$ cat config.mk
export PLATFORM = sky130hd
export DESIGN_NAME = alarm_time_editor
export DESIGN_NICKNAME = d
export VERILOG_FILES = /design/src/rtl/alarm_time_editor.sv
export SDC_FILE = /design/constraint.sdc
export NUM_CORES = 1
export LEC_CHECK = 0
export ABC_AREA = 1
export BUFFER_PORTS_ARGS = -buffer_cell sky130_fd_sc_hd__buf_4
export CORE_ASPECT_RATIO = 0.8
export CORE_MARGIN = 4
export CORE_UTILIZATION = 45
export DETAILED_ROUTE_END_ITERATION = 7
export PLACE_DENSITY = 0.64
export SYNTH_ARGS = -nofsm -noshare
export SYNTH_HDL_FRONTEND = slang
export SYNTH_SLANG_ARGS = --single-unit
export TNS_END_PERCENT = 1
$ cat constraint.sdc
create_clock -name clk -period 4 [get_ports clk]
set_input_delay 0.2 -clock clk [delete_from_list [all_inputs] [get_ports clk]]
set_output_delay 0.2 -clock clk [all_outputs]
set_load 0.01 [all_outputs]
$ cat src/rtl/alarm_time_editor.sv
// Alarm time editor: holds the committed HH:MM alarm (BCD) and edits a working copy digit by digit.
// Optional display blinking of the selected digit is enabled with `define EDIT_BLINK_EN.
//
// state | meaning
// ------+-------------------------------------------------------------
// IDLE  | not editing; display shows the committed alarm time
// EDIT  | working copy shown and adjusted; active falling commits it
// ABORT | edit cancelled; wait for active to drop before returning
module alarm_time_editor #(
    parameter logic [15:0] RESET_BCD = 16'h0600,
    parameter int          BLINK_DIV = 24
) (
    input  logic        clk,
    input  logic        reset,
    input  logic        active,
    input  logic [7:0]  sel,
    input  logic        up,
    input  logic        down,
    input  logic        cancel,
    output logic [15:0] alarm_bcd,
    output logic [15:0] disp_bcd,
    output logic        editing,
    output logic        saved,
    output logic [3:0]  blank_mask
);

    typedef enum logic [1:0] {
        IDLE  = 2'd0,
        EDIT  = 2'd1,
        ABORT = 2'd2
    } state_t;

    state_t      state;
    logic        active_q;
    logic [15:0] working;

    logic        sel_one;
    logic        edit_req;
    logic [3:0]  hr_tens, hr_ones, min_tens, min_ones;
    logic [3:0]  n_hr_tens, n_hr_ones, n_min_tens, n_min_ones;
    logic [15:0] edit_bcd;

    logic        unused_sel_hi;
    assign unused_sel_hi = ^sel[7:4];

    // One wrapping step of a single digit; codes above max_v wrap to 0 defensively.
    function automatic logic [3:0] digit_step(input logic [3:0] v,
                                              input logic [3:0] max_v,
                                              input logic       inc);
        if (inc)
            return (v >= max_v) ? 4'd0 : v + 4'd1;
        else
            return (v == 4'd0) ? max_v : v - 4'd1;
    endfunction

    always_comb begin
        sel_one  = $onehot(sel[3:0]);
        edit_req = sel_one && (up ^ down);
        {hr_tens, hr_ones, min_tens, min_ones} = working;
        n_hr_tens  = hr_tens;
        n_hr_ones  = hr_ones;
        n_min_tens = min_tens;
        n_min_ones = min_ones;
        if (edit_req) begin
            if (sel[0]) begin
                n_min_ones = digit_step(min_ones, 4'd9, up);
            end else if (sel[1]) begin
                n_min_tens = digit_step(min_tens, 4'd5, up);
            end else if (sel[2]) begin
                n_hr_ones = digit_step(hr_ones, (hr_tens == 4'd2) ? 4'd3 : 4'd9, up);
            end else begin
                n_hr_tens = digit_step(hr_tens, 4'd2, up);
                // Moving into the 20s must not leave an illegal 24..29 hour.
                if (n_hr_tens == 4'd2 && hr_ones > 4'd3)
                    n_hr_ones = 4'd3;
            end
        end
        edit_bcd = {n_hr_tens, n_hr_ones, n_min_tens, n_min_ones};
    end

    always_ff @(posedge clk or posedge reset) begin
        if (reset) begin
            state     <= IDLE;
            active_q  <= 1'b0;
            working   <= RESET_BCD;
            alarm_bcd <= RESET_BCD;
            disp_bcd  <= RESET_BCD;
            editing   <= 1'b0;
            saved     <= 1'b0;
        end else begin
            active_q <= active;
            saved    <= 1'b0;
            unique case (state)
                IDLE: begin
                    disp_bcd <= alarm_bcd;
                    if (active) begin
                        state   <= EDIT;
                        working <= alarm_bcd;
                        editing <= 1'b1;
                    end
                end
                EDIT: begin
                    if (cancel) begin
                        state    <= ABORT;
                        working  <= alarm_bcd;
                        disp_bcd <= alarm_bcd;
                        editing  <= 1'b0;
                    end else if (active_q && !active) begin
                        state     <= IDLE;
                        alarm_bcd <= working;
                        disp_bcd  <= working;
                        editing   <= 1'b0;
                        saved     <= 1'b1;
                    end else begin
                        working  <= edit_bcd;
                        disp_bcd <= edit_bcd;
                    end
                end
                ABORT: begin
                    disp_bcd <= alarm_bcd;
                    if (!active)
                        state <= IDLE;
                end
                default: begin
                    state    <= IDLE;
                    disp_bcd <= alarm_bcd;
                    editing  <= 1'b0;
                end
            endcase
        end
    end

`ifdef EDIT_BLINK_EN
    logic [BLINK_DIV-1:0] blink_cnt;
    logic [BLINK_DIV-1:0] blink_cnt_nxt;
    logic                 stay_edit;
    logic                 blink_restart;

    // Counter restarts on entry and on every edit so the edited digit is shown at once.
    always_comb begin
        stay_edit     = (state == IDLE && active) || (state == EDIT && active && !cancel);
        blink_restart = (state == IDLE && active) ||
                        (state == EDIT && active && !cancel && edit_req);
        blink_cnt_nxt = blink_restart ? '0 : blink_cnt + {{(BLINK_DIV-1){1'b0}}, 1'b1};
    end

    always_ff @(posedge clk or posedge reset) begin
        if (reset) begin
            blink_cnt  <= '0;
            blank_mask <= 4'b0000;
        end else begin
            blink_cnt  <= blink_cnt_nxt;
            blank_mask <= (stay_edit && sel_one) ?
                          (sel[3:0] & {4{blink_cnt_nxt[BLINK_DIV-1]}}) : 4'b0000;
        end
    end
`else
    logic unused_blink_div;
    assign unused_blink_div = (BLINK_DIV > 0);
    assign blank_mask       = 4'b0000;
`endif

endmodule

==> out/metrics.cfg, run 1 <==
[synth]
syn_avg_cell_area_um2 = 7.77
yosysWarnings = 0
ys_types = 39
synth_area_leaders = dfrtp_1 (37%), nand2_1 (14%), ha_1 (6.4%)
yosysSeqAreaShare_pct = 42.5
synth_top_area_cell = dfrtp_1
ys_seq_elements = 53
yosysTopAreaCellShare_pct = 37.5
netlist_instances = 404
syn_area_um2 = 3140

[sta]
finalCritPeriodShare_pct = 60.2
finClkSkew_ns = 0.00991
tns_ns = 0
setup_viol = 0
tightest_slew_ns = 0.671
clock.fmax_mhz = 415
fin_crit_ns = 2.41
hold_viol = 0
rsz0062_at_grt = no
slew_headroom_pct = 55.2
drv_slew = 0
holdWs_ns = 0.0377

[min_path]
holdPathEnd = active_q
min_path_type = in -> reg
whs_path_depth = 1
hold_path.startpoint = active

[floorplanning]
dieArea_um2 = 8380
core_um2 = 6570
io_pins = 52
die_w_um = 101
start_util_pct = 47.8
core.rowCount = 26
die_h_um = 82.7

[worst_setup_path]
cp_common_cell = nand2_1
crit_type = in -> reg
critical-path-max-stage-delay_ns = 0.55
crit_slowest_cell = fa_1
start_kind = input pin
cp_num_buf_inv = 3
crit_fanout = 8
crit_family = simple AND/OR/NAND/NOR gates
crit_arrival_ns = 2.60
cp_data_required_time_ns = 4.19
path_cells = buf_4 -> inv_1 -> fa_1 -> inv_1 -> ha_1 -> ha_1 -> nor2_1 -> nand4_4 -> nor3_4 -> nand3_1 -> o211ai_1 -> nand2_1 -> nand2_1 -> nand2_1
timing.rr.end = alarm_bcd[15]
r2r_slack_ns = 1.68
r2r_start = state[0]
worstSetupEndpointType = register
ff2ff_path_depth = 10

[cts]
clkSinkCount = 53
cts-hold-fix-buffers = 0
numCtsBuffers = 5
cts_max_level = 2
clkTransAtPathRegs_ns = 0.10
cts_tree = done
cts_setup_buffers = 0
ctsResizeCount = 0
clock_path_buffers = 2
insertion_delay_ns = 0.30
root_buffer = clkbuf_8

[routing]
dr.first_iter.drc_count = 156
ant_nets = 0
wire_per_inst_um = 13.8
drc = 0
vias_per_cell = 5.07
vias = 2687
first_pass_iters = 5
routed_wl_um = 7330

[final_layout]
final_cell_mix = nand2_1 (117), dfrtp_1 (47), buf_4 (46), inv_1 (41), nand3_1 (34)
fin_nets = 476
drive_above_1_share_pct = 18.6
syn2layout_area_growth_pct = 14.7
final_common_cell = nand2_1
antenna_cells = 0
final_cells = 530
final_util_pct = 54.8

[grt]
grt_pass1_wl_um = 12500
grt_pass1_vias = 2532
grt_usage_pct = 18.8
grt_max_degree = 54
gr-total-overflow = 0
antenna_found_initial = 0

[pwr]
peakVddDrop_mv = 0.349
p_sw_mw = 1.07
power-per-cell-area_nw_per_um2 = 680
p_leak_nw = 1.86
total_power_mw = 2.45
intPower_mw = 1.38
clkPwrFrac_pct = 12.7
power_switching_share_pct = 43.6
comb_power_share_pct = 49.4
seqPwrFrac_pct = 37.9

[run]
maxCapViolCount = 0

[placement]
io_buffers = 43
place_inst = 522
hpwlAfterDp_um = 5140
gp_congestion = 0.856

[run_status]
outcome = finished clean

cells by family after synthesis:
logic type	synth area share (%)
simple gates	27.1
buf+inv	9.45
compound gates	11.8
flops	42.5
fa+ha+maj	7.02
xor+xnor	1.67
other cells	0.120
mux	0.319
metal layers:
layer / track usage (%) / vias up / wire [um]
li1: - / 1375 / -
met1: 27.5 / 1234 / 3570
met2: 29.1 / 73 / 3240
met3: 4.03 / 5 / 487
met4: 3.19 / 0 / 34
met5: 0 / - / 0
sequential cells by signal (all words and copies together) (netlist names):
register   cells
saved          1
disp_bcd      16
editing        1
working       16
state          2
alarm_bcd     16
active_q       1
synth_stat cells (all sizes together):
| library cell | instances |
|---|---|
| nand2 | 121 |
| inv | 53 |
| dfrtp | 47 |
| o21ai | 38 |
| nand3 | 34 |
| nor2 | 26 |
| ha | 16 |
| buf | 14 |
| o211ai | 13 |
| a21oi | 8 |
| dfstp | 6 |
| xor2 | 6 |
| nand4 | 4 |
| nor3 | 4 |
| a21boi | 2 |
| or2 | 2 |
| a22oi | 1 |
| a31oi | 1 |
| clkbuf | 1 |
| clkinv | 1 |
| conb | 1 |
| fa | 1 |
| mux2i | 1 |
| nand3b | 1 |
| o22ai | 1 |
| o31ai | 1 |
metrics by stage:
stage	cell area (um2)	setup slack [ns]
after CTS	3600	1.56
after floorplan	3150	1.62
final	3600	1.59
after detailed placement	3510	1.28
after global placement	3510	1.28
after global routing	3600	1.38
power by group through the flow:
stage               Sequential [mW]  Combinational, mW  Clock (mW)
global route                  0.962               1.40       0.349
CTS                           0.930               1.23       0.321
global placement              0.931               1.19           0
floorplan                     0.951              0.782           0
detailed placement            0.939               1.22           0
finish                        0.927               1.21       0.311
how the worst max path moves through the flow:
| stage | from | to | depth (start not counted) | slack [ns] |
|---|---|---|---|---|
| after floorplan | sel[0] | working[3] | 13 | 1.62 |
| after global placement | sel[0] | working[1] | 14 | 1.28 |
| after detailed placement | sel[0] | working[2] | 14 | 1.28 |
| after CTS | sel[0] | working[2] | 14 | 1.56 |
| after global routing | sel[0] | working[2] | 14 | 1.38 |
| final | sel[0] | working[2] | 14 | 1.59 |
cell type report:
| type | count | area [um2] |
|---|---|---|
| repair buffers | 46 | 345 |
| inverters | 54 | 205 |
| flip-flops and latches | 53 | 1330 |
| clock buffers | 8 | 90.1 |
| well taps | 84 | 105 |
| multi-input cells | 285 | 1520 |
| fillers | 635 | 2970 |
Power figures use the tool's default switching activity.
==> run 2, diff against run 1 <==
clock period = 2.4 ns   (was 4 ns; I/O delays follow)
==> out/metrics.cfg, run 2 (synthesis gave the netlist of run 1 again) <==
[cts]
numCtsBuffers = 5
cts_tree = done
clock_path_buffers = 2
insertion_delay_ns = 0.31
root_buffer = clkbuf_8
cts_max_level = 2
clkTransAtPathRegs_ns = 0.10
clkSinkCount = 53

[final_layout]
final.fill_count = 626
reg_top3 = alarm_bcd (16), disp_bcd (16), working (16)
final_cell_mix = nand2_1 (117), buf_4 (58), dfrtp_1 (47), inv_1 (41), nand3_1 (34)
antenna_cells = 0
final_common_cell = nand2_1
syn2layout_area_growth_pct = 19.3
drive_above_1_share_pct = 21.5
final_util_pct = 57.0
fin_nets = 490
final_cells = 544

[worst_setup_path]
crit_arrival_ns = 2.39
r2r_start = working[13]
worstSetupEndpointType = register
start_kind = input pin
critPathLaunch = sel[0]
crit_fanout = 7
cp_data_required_time_ns = 2.61
crit_type = in -> reg
r2r_slack_ns = 0.33

[floorplanning]
core_um2 = 6570
io_pins = 52
die_w_um = 101
dieArea_um2 = 8380
die_h_um = 82.7
core.rowCount = 26
start_util_pct = 47.8

[placement]
post-place-ws_ns = -0.180
gp_congestion = 0.913
io_buffers = 43
place_inst = 533
hpwlAfterDp_um = 5440

[grt]
antenna_found_initial = 0
grt_pass1_wl_um = 12900
grt_max_degree = 29
grt_usage_pct = 19.5
gr-total-overflow = 0
grt_pass1_vias = 2635

[min_path]
min_path_type = in -> reg
hold_path.startpoint = cancel

[routing]
wire_per_inst_um = 14.3
drc = 0
first_pass_iters = 5
vias_per_cell = 5.12
ant_nets = 0
dr.first_iter.drc_count = 125
vias = 2783
routed_wl_um = 7770

[sta]
finalCritPeriodShare_pct = 91.0
hold_viol = 0
fin_ws_ns = 0.217
tightest_slew_ns = 0.617
finClkSkew_ns = 0.00942
clock.fmax_mhz = 458
drv_slew = 0
slew_headroom_pct = 58.8
rsz0062_at_grt = no
setup_viol = 0
fin_crit_ns = 2.18
tns_ns = 0

[pwr]
p_leak_nw = 1.95
peakVddDrop_mv = 0.476
power-per-cell-area_nw_per_um2 = 1150
total_power_mw = 4.30

[run_status]
outcome = finished clean

[run]
maxCapViolCount = 0

run 2: worst paths after layout:
path / end / cells after the start
worst min register to register: state[1] / 1
max in group asynchronous: alarm_bcd[9] / 4
worst min-delay path: state[1] / 3
min in group asynchronous: disp_bcd[6] / 3
worst max register to register: working[9] / 13
worst max-delay path: working[1] / 15
run 2: power by group:
| part | internal (mW) | switching, mW | total (mW) |
|---|---|---|---|
| combinational | 0.860 | 1.25 | 2.11 |
| clock | 0.340 | 0.308 | 0.648 |
| sequential | 1.26 | 0.294 | 1.55 |
run 2: metrics by stage:
stage | hold slack [ns] | area (um2)
6_report | 0.0566 | 3740
5_1_grt | 0.0712 | 3740
4_1_cts | 0.0550 | 3730
3_5_place_dp | 0.242 | 3590
3_3_place_gp | 0.239 | 3590
2_1_floorplan | 0.151 | 3150
run 2: final cells by class:
class | count | area [um2] | share of cell area [%]
timing repair buffer | 60 | 455 | 12.2
clock buffer | 6 | 82.6 | 2.21
tap | 84 | 105 | 2.81
inverter | 54 | 205 | 5.48
clock inverter | 2 | 37.5 | 1.00
sequential | 53 | 1330 | 35.6
multi-input combinational | 285 | 1530 | 40.7
run 2: worst max-delay path, stage by stage:
cell and delay, ns:
buf_4 0.07, inv_1 0.05, fa_1 0.53, inv_1 0.05, ha_1 0.17, ha_1 0.28
nor2_2 0.18, nand4_4 0.18, nor3_4 0.21, buf_4 0.18, nand3_1 0.08, o211ai_1 0.09
nand2_1 0.09, nand2_1 0.07, nand2_1 0.04
run 2: per-layer routing:
metal | up-vias | routed length [um] | track usage, %
li1 | 1401 | - | -
met1 | 1296 | 3850 | 28.4
met2 | 79 | 3410 | 30.2
met3 | 7 | 462 | 3.53
met4 | 0 | 43 | 4.12
met5 | - | 0 | 0
run 2: what timing repair did:
item                                    in CTS  in global routing
hold endpoints to repair                    26                  0
endpoints found under the setup margin       0                  5
hold buffers                                 2                  0
gates resized for setup                      0                  2
setup buffers                                0                  1
==> run 3, diff against run 2 <==
CORE_UTILIZATION = 57   (was 45)
PLACE_DENSITY = 0.79   (was 0.64)
==> out/metrics.cfg, run 3 (synthesis gave the netlist of run 1 again) <==
[run]
maxCapViolCount = 0

[cts]
clkTransAtPathRegs_ns = 0.09
clkSinkCount = 53
cts_max_level = 2
insertion_delay_ns = 0.30
root_buffer = clkbuf_8
numCtsBuffers = 5
clock_path_buffers = 2
cts_tree = done

[worst_setup_path]
timing.rr.end = working[10]
crit_fanout = 7
r2r_start = working[13]
ff2ff_path_depth = 11
crit_type = in -> reg
r2r_slack_ns = 0.35
worstSetupEndpointType = register
cp_data_required_time_ns = 2.64
critPathLaunch = sel[0]
crit_arrival_ns = 2.45
start_kind = input pin

[final_layout]
syn2layout_area_growth_pct = 17.9
antenna_cells = 0
drive_above_1_share_pct = 21.1
finalInstanceArea_um2 = 3700
final_util_pct = 71.4
fin_nets = 490
final_cell_mix = nand2_1 (117), buf_4 (57), dfrtp_1 (47), inv_1 (41), nand3_1 (34)
reg_top3 = alarm_bcd (16), disp_bcd (16), working (16)
final_common_cell = nand2_1

[min_path]
min_path_type = in -> reg
hold_path.startpoint = cancel
whs_path_depth = 3
holdPathEnd = state[1]

[pwr]
peakVddDrop_mv = 0.642
p_leak_nw = 1.94
power-per-cell-area_nw_per_um2 = 1130

[sta]
rsz0062_at_grt = no
fin_crit_ns = 2.21
hold_viol = 0
drv_slew = 0
finalCritPeriodShare_pct = 92.3
clock.fmax_mhz = 452
setup_viol = 0
finClkSkew_ns = 0.00477
holdWs_ns = 0.0572
tightest_slew_ns = 0.567
slew_headroom_pct = 62.1

[placement]
post_dp_cell_area_um2 = 3580
hpwlAfterDp_um = 5300
io_buffers = 43
gp_congestion = 0.898

[routing]
routed_wl_um = 7430
drc = 0
wire_per_inst_um = 14.3
first_pass_iters = 5
ant_nets = 0
vias = 2819
dr.first_iter.drc_count = 217
vias_per_cell = 5.41

[grt]
grt_max_degree = 29
grt_pass1_vias = 2647
gr-total-overflow = 0
grt_usage_pct = 23.1
grt_pass1_wl_um = 12500
antenna_found_initial = 0

[floorplanning]
core.rowCount = 23
dieArea_um2 = 6760
die_w_um = 91.0
core_um2 = 5180
start_util_pct = 60.6
die_h_um = 74.4
io_pins = 52

[run_status]
outcome = finished clean

run 3: cell type report:
| cell class | count | area [um2] |
|---|---|---|
| clock buffers | 7 | 86.3 |
| multi-input cells | 285 | 1530 |
| inverters | 54 | 205 |
| fillers | 429 | 1480 |
| repair buffers | 60 | 468 |
| well taps | 62 | 77.6 |
| flip-flops and latches | 53 | 1330 |
run 3: worst max-delay path by stage:
stage                        to  slack, ns  depth (start not counted)
floorplan            working[3]       0.10                         13
global placement     working[8]      -0.09                         16
detailed placement  working[15]      -0.17                         14
CTS                 working[11]       0.15                         14
global route         working[3]      0.004                         14
finish               working[7]       0.19                         16
run 3: power by group:
part / total (mW) / internal [mW] / switching [mW]
combinational: 2.11 / 0.862 / 1.25
sequential: 1.55 / 1.26 / 0.293
clock: 0.515 / 0.230 / 0.286
total: 4.17 / 2.35 / 1.83
run 3: critical path, cell delays in order:
cell     delay (ns)
buf_4          0.08
inv_1          0.06
fa_1           0.53
inv_1          0.05
ha_1           0.17
ha_1           0.31
nor2_4         0.16
nand4_4        0.14
buf_4          0.18
nor2_4         0.18
inv_2          0.06
a21oi_1        0.12
nand2_1        0.07
o21ai_1        0.10
nand2_1        0.06
o21ai_1        0.07
run 3: stage by stage:
step                      total power [mW]  worst slack [ns]  TNS (ns)  instances
final                                 4.17             0.186         0        521
after global routing                  4.54           0.00379         0        521
after CTS                             4.15             0.150         0        520
after detailed placement              3.63            -0.172     -2.97        511
after global placement                3.56           -0.0875    -0.835        511
after floorplan                       2.89             0.105         0        407
run 3: routing by layer:
| layer | part of all wire, % | vias to the layer above | routed length [um] | global-route usage, % |
|---|---|---|---|---|
| li1 | - | 1398 | - | - |
| met2 | 45 | 119 | 3310 | 35.8 |
| met1 | 47 | 1291 | 3470 | 33.5 |
| met5 | 0 | - | 0 | 0 |
| met4 | 1.2 | 0 | 88 | 7.19 |
| met3 | 7.6 | 11 | 562 | 4.04 |
run 3: repair_timing:
| item | CTS | global route |
|---|---|---|
| hold buffers | 2 | 0 |
| hold endpoints to repair | 26 | 0 |
| setup buffers | 0 | 1 |
| setup endpoints to repair | 0 | 7 |
| gates resized for setup | 0 | 3 |
